$ cat src/rtl/nibble_serial_addsub.sv
// nibble_serial_addsub: serial adder/subtractor that works one 4-bit nibble
// per clock, LSB first. A request is taken in IDLE, NIBBLES cycles of RUN
// follow, and the result is held in DONE until the consumer takes it.
//
// Handshake rules: a transfer happens on a rising edge where valid && ready
// are both high. in_ready is high only in IDLE. out_valid is high only in
// DONE and stays high, with result/cout/ovf stable, until out_ready is high.
//
// Optional feature: define ADDSUB_ZERO_FLAG_EN to add the registered output
// 'zero', which is high in DONE when result == 0.
//
// fsm_state exposes the current state encoding for debug:
// 0 = IDLE, 1 = RUN, 2 = DONE.

module nibble_serial_addsub #(
    parameter int NIBBLES = 4
) (
    input  logic                   clk,
    input  logic                   rst_n,
    input  logic                   in_valid,
    output logic                   in_ready,
    input  logic [4*NIBBLES-1:0]   a,
    input  logic [4*NIBBLES-1:0]   b,
    input  logic                   sub,
    output logic                   out_valid,
    input  logic                   out_ready,
    output logic [4*NIBBLES-1:0]   result,
    output logic                   cout,
    output logic                   ovf,
`ifdef ADDSUB_ZERO_FLAG_EN
    output logic                   zero,
`endif
    output logic                   busy,
    output logic [1:0]             fsm_state
);

    localparam int W  = 4 * NIBBLES;
    // The nibble index needs at least one bit, even for a single nibble.
    localparam int IW = (NIBBLES > 1) ? $clog2(NIBBLES) : 1;

    typedef enum logic [1:0] {
        S_IDLE = 2'd0,
        S_RUN  = 2'd1,
        S_DONE = 2'd2
    } state_t;

    state_t          state;
    state_t          state_next;

    // Captured operands, so input changes after acceptance have no effect.
    logic [W-1:0]    a_q;
    logic [W-1:0]    b_q;
    logic            sub_q;

    // Serial datapath state.
    logic [IW-1:0]   idx;
    logic            carry;
    logic [W-1:0]    res_q;
    logic            cout_q;
    logic            ovf_q;

    // Per-nibble combinational arithmetic.
    logic [3:0]      nib_a;
    logic [3:0]      nib_b;
    logic [4:0]      nib_sum;
    logic [3:0]      low_sum;
    logic            top_bit_cin;
    logic            last_nib;
    logic            accept;
    logic [W-1:0]    res_next;

    assign accept   = (state == S_IDLE) && in_valid;
    assign last_nib = (idx == IW'(NIBBLES - 1));

    // State register.
    always_ff @(posedge clk or negedge rst_n) begin
        if (!rst_n) begin
            state <= S_IDLE;
        end else begin
            state <= state_next;
        end
    end

    // Next-state logic: IDLE -> RUN on accept, RUN -> DONE after the top
    // nibble, DONE -> IDLE when the consumer takes the result.
    always_comb begin
        state_next = state;
        case (state)
            S_IDLE: if (in_valid)  state_next = S_RUN;
            S_RUN:  if (last_nib)  state_next = S_DONE;
            S_DONE: if (out_ready) state_next = S_IDLE;
            default:               state_next = S_IDLE;
        endcase
    end

    // State-decoded outputs.
    always_comb begin
        in_ready  = 1'b0;
        busy      = 1'b0;
        out_valid = 1'b0;
        case (state)
            S_IDLE:  in_ready  = 1'b1;
            S_RUN:   busy      = 1'b1;
            S_DONE:  out_valid = 1'b1;
            default: in_ready  = 1'b0;
        endcase
        fsm_state = state;
    end

    // One nibble of add/subtract. Subtraction inverts B and uses the
    // captured sub as the initial carry-in (two's complement). low_sum
    // yields the carry into bit 3 of the nibble, which for the top nibble
    // is the carry into the sign bit.
    always_comb begin
        nib_a       = a_q[{idx, 2'b00} +: 4];
        nib_b       = b_q[{idx, 2'b00} +: 4] ^ {4{sub_q}};
        nib_sum     = {1'b0, nib_a} + {1'b0, nib_b} + {4'b0000, carry};
        low_sum     = {1'b0, nib_a[2:0]} + {1'b0, nib_b[2:0]} + {3'b000, carry};
        top_bit_cin = low_sum[3];
        res_next    = res_q;
        res_next[{idx, 2'b00} +: 4] = nib_sum[3:0];
    end

    // Operand capture on the accept edge.
    always_ff @(posedge clk or negedge rst_n) begin
        if (!rst_n) begin
            a_q   <= '0;
            b_q   <= '0;
            sub_q <= 1'b0;
        end else if (accept) begin
            a_q   <= a;
            b_q   <= b;
            sub_q <= sub;
        end
    end

    // Nibble index and running carry: seeded on accept, advanced in RUN.
    always_ff @(posedge clk or negedge rst_n) begin
        if (!rst_n) begin
            idx   <= '0;
            carry <= 1'b0;
        end else if (accept) begin
            idx   <= '0;
            carry <= sub;
        end else if (state == S_RUN) begin
            idx   <= last_nib ? '0 : idx + IW'(1);
            carry <= nib_sum[4];
        end
    end

    // Result nibble write-back, and flags captured with the top nibble.
    always_ff @(posedge clk or negedge rst_n) begin
        if (!rst_n) begin
            res_q  <= '0;
            cout_q <= 1'b0;
            ovf_q  <= 1'b0;
        end else if (state == S_RUN) begin
            res_q <= res_next;
            if (last_nib) begin
                cout_q <= nib_sum[4];
                ovf_q  <= top_bit_cin ^ nib_sum[4];
            end
        end
    end

`ifdef ADDSUB_ZERO_FLAG_EN
    logic zero_q;

    // Zero flag, registered on the same edge that completes the result.
    always_ff @(posedge clk or negedge rst_n) begin
        if (!rst_n) begin
            zero_q <= 1'b0;
        end else if ((state == S_RUN) && last_nib) begin
            zero_q <= (res_next == '0);
        end
    end

    assign zero = zero_q;
`endif

    assign result = res_q;
    assign cout   = cout_q;
    assign ovf    = ovf_q;

endmodule

$ cat config.mk
export PLATFORM = sky130hd
export DESIGN_NAME = nibble_serial_addsub
export DESIGN_NICKNAME = d
export VERILOG_FILES = /design/src/rtl/nibble_serial_addsub.sv
export SDC_FILE = /design/constraint.sdc
export NUM_CORES = 1
export LEC_CHECK = 0
export ABC_CLOCK_PERIOD_IN_PS = 5900
export CORE_MARGIN = 2
export CORE_UTILIZATION = 54
export CTS_CLUSTER_SIZE = 24
export DETAILED_ROUTE_END_ITERATION = 8
export MAX_ROUTING_LAYER = met4
export PLACE_DENSITY = 0.95
export SLEW_MARGIN = 15
export SYNTH_ARGS = -nofsm -noshare
export SYNTH_HDL_FRONTEND = slang
export SYNTH_SLANG_ARGS = --single-unit
$ cat constraint.sdc
create_clock -name clk -period 5.9 [get_ports clk]
set_clock_uncertainty 0.05 [all_clocks]
set_input_delay 1.18 -clock clk [delete_from_list [all_inputs] [get_ports clk]]
set_output_delay 1.18 -clock clk [all_outputs]
set_load 0.01 [all_outputs]
==> impl_metrics.json <==
{
  "cts_resized": 0,
  "maxSlewViolCount": 0,
  "detail-route-antenna-nets": 0,
  "dieWidth_um": 73.6,
  "clkSlewWorstSetupHoldPaths_ps": 100,
  "dp_hpwl_mm": 3.91,
  "instances_no_fill": 371,
  "clock-root-buffer": "clkbuf_8",
  "overflow": 0,
  "syn-cell-area_um2": 2620,
  "io_pins": 60,
  "grt_pass1_wl_mm": 9.02,
  "yosys.area.top_type": "dfrtp_1",
  "track_usage_pct": 22.6,
  "peakVddDrop_v": 0.000294,
  "holdCritPathClass": "register to register",
  "area_delta_synth_final_pct": 27.3,
  "dp_cells": 363,
  "synth_seq_cells": 56,
  "timing.final.crit_share_pct": 54.8,
  "tightest_slew_ps": 1110,
  "clock-sinks": 56,
  "row_count": 25,
  "vias_per_cell": 5.36,
  "drt_iter0_drc": 117,
  "syn_inst": 260,
  "fmax_ghz": 0.309,
  "clk_latency_ps": 320,
  "synth_edf_count": 0,
  "wl_per_cell_um": 14.7,
  "required_ps": 6060,
  "fp.dieArea_um2": 5420,
  "antenna_cells": 0,
  "final-seq-area_um2": 1400,
  "rsz0062_at_grt": "false",
  "fillCellCount": 345,
  "multi_input_area_um2": 1120,
  "ys_seq_area_share_pct": 53.5,
  "wl_mm": 5.47,
  "status": "complete, no violations",
  "cts_buffers": 5,
  "cts_hold_buf": 0,
  "crit_type": "register to register",
  "fin_hold_ws_ps": 434,
  "design_area_um2": 3330,
  "dieHeight_um": 73.6,
  "gp_congestion": 0.862,
  "io_buffer_count": 59,
  "max_cap_violations": 0,
  "crit_fanout": 17,
  "power_w": 0.00200,
  "maxSlewHeadroom_pct": 26.0,
  "synth_area_leaders": "dfrtp_1 54%, nand2_1 17%, mux4_2 6.9%, ha_1 4.3%, a22o_1 2.7%",
  "pwr_density_cell_nw_per_um2": 598,
  "hold_violations": 0,
  "synth.avg_cell_area_um2": 10.1,
  "p_leak_nw": 1.61,
  "first_global_vias": 2033,
  "worstPathArrival_ps": 3390,
  "setup_viol": 0,
  "yosys_most_used_dff": "dfrtp_1",
  "yosysTopAreaCellShare_pct": 53.5,
  "remaining_drc_errors": 0,
  "grt_start_max_net_pins": 57,
  "ys_types": 33,
  "core-area_um2": 4690,
  "antenna_found_initial": 0,
  "finalSetupTns_ps": 0,
  "period_needed_ps": 3230,
  "cp-start-kind": "register",
  "cts_tree": "built",
  "endpoint_kind": "register",
  "postSynth.asyncResetShare_pct": 100,
  "place_area_um2": 3220,
  "yosysWarningCount": 0,
  "drive_gt1_share_pct": 7.89,
  "synth_most_common_cell": "nand2_1",
  "h-tree-depth": 2,
  "fin_nets": 364,
  "synthTopCellsByCount": "116 x nand2_1, 56 x dfrtp_1, 9 x ha_1",
  "post-cts-setup-buffer-count": 0,
  "syn-num-nets": 308,
  "start_util_pct": 55.8,
  "r2r_slack_ps": 2670,
  "drtPass1Iterations": 4,
  "clockBufferDepth": 2,
  "vias": 1989
}
area by class of cell:
class,instances,share of cell area [%]
clock buffers,5,2.06
clock inverters,3,1.43
inverters,7,0.938
multi-input cells,186,33.7
flip-flops and latches,56,42.0
well taps,54,2.03
repair buffers,60,17.8
registers in the layout, summed over array words and instances, names as in the netlist:
register and flops:
a_q 16, b_q 16, result 16, fsm_state 2, idx 2, carry 1, cout 1, ovf 1
sub_q 1
layout by cell type (no fill, tap or decap), types with 2 or more instances in the layout:
cell type        instances
a21oi_1                  2
a22o_1                   8
clkbuf_8                 5
clkdlybuf4s50_1         58
clkinv_4                 2
dfrtp_1                 56
fa_1                     2
ha_1                     9
inv_1                    5
mux4_2                   8
nand2_1                116
nand2b_1                 2
nand3_1                  2
nor2_1                   3
nor3_1                   2
o21ai_0                  4
o21ai_1                  6
o31ai_1                  4
or3_1                    2
xnor2_1                  2
xor2_1                   5
power breakdown:
| part | leakage [nW] | internal (W) | switching [W] |
|---|---|---|---|
| registers | 0.717 | 0.000545 | 0.000133 |
| clock network | 0.0583 | 0.000128 | 0.000131 |
| logic | 0.834 | 0.000465 | 0.000595 |
per-layer routing:
layer / global-route usage (%) / up-vias / wire (µm)
met5: - / - / 0
met4: 7.68 / 0 / 109
met3: 4.80 / 12 / 272
met2: 37.7 / 65 / 2780
met1: 27.3 / 953 / 2310
li1: - / 959 / -
critical path, stage by stage, from the launching register on:
cell and delay [ps]:
dfrtp_1 890, mux4_2 600, xnor2_1 200, fa_1 210, inv_1 50, fa_1 390, a21o_1 200, a21oi_1 250
xor2_1 170, o21ai_0 90
per-stage QoR:
step | util [%] | worst slack, ps
after floorplan | - | 3140
after global placement | 68.6 | 2820
after detailed placement | 68.6 | 2670
after CTS | 71.0 | 2670
after global routing | 71.1 | 2440
final | 71.1 | 2670
worst paths after layout:
check                      startpoint      endpoint  cells past startpoint
hold reg to reg               a_q[14]       a_q[14]                      2
hold / removal                a_q[14]       a_q[14]                      2
min in group asynchronous       rst_n  fsm_state[1]                      2
setup / recovery               idx[0]           ovf                      9
max in group asynchronous       rst_n        b_q[6]                      2
setup reg to reg               idx[0]           ovf                      9
cells by family after synthesis:
kind of cell	after synthesis	share of synthesized area, %
buf+inv	18	3.58
compound gates	26	6.69
xor+xnor	7	2.34
fa+ha+maj	11	5.83
simple gates	134	21.2
mux	8	6.88
flops	56	53.5
Note: power is estimated with default switching activity, not from simulation.
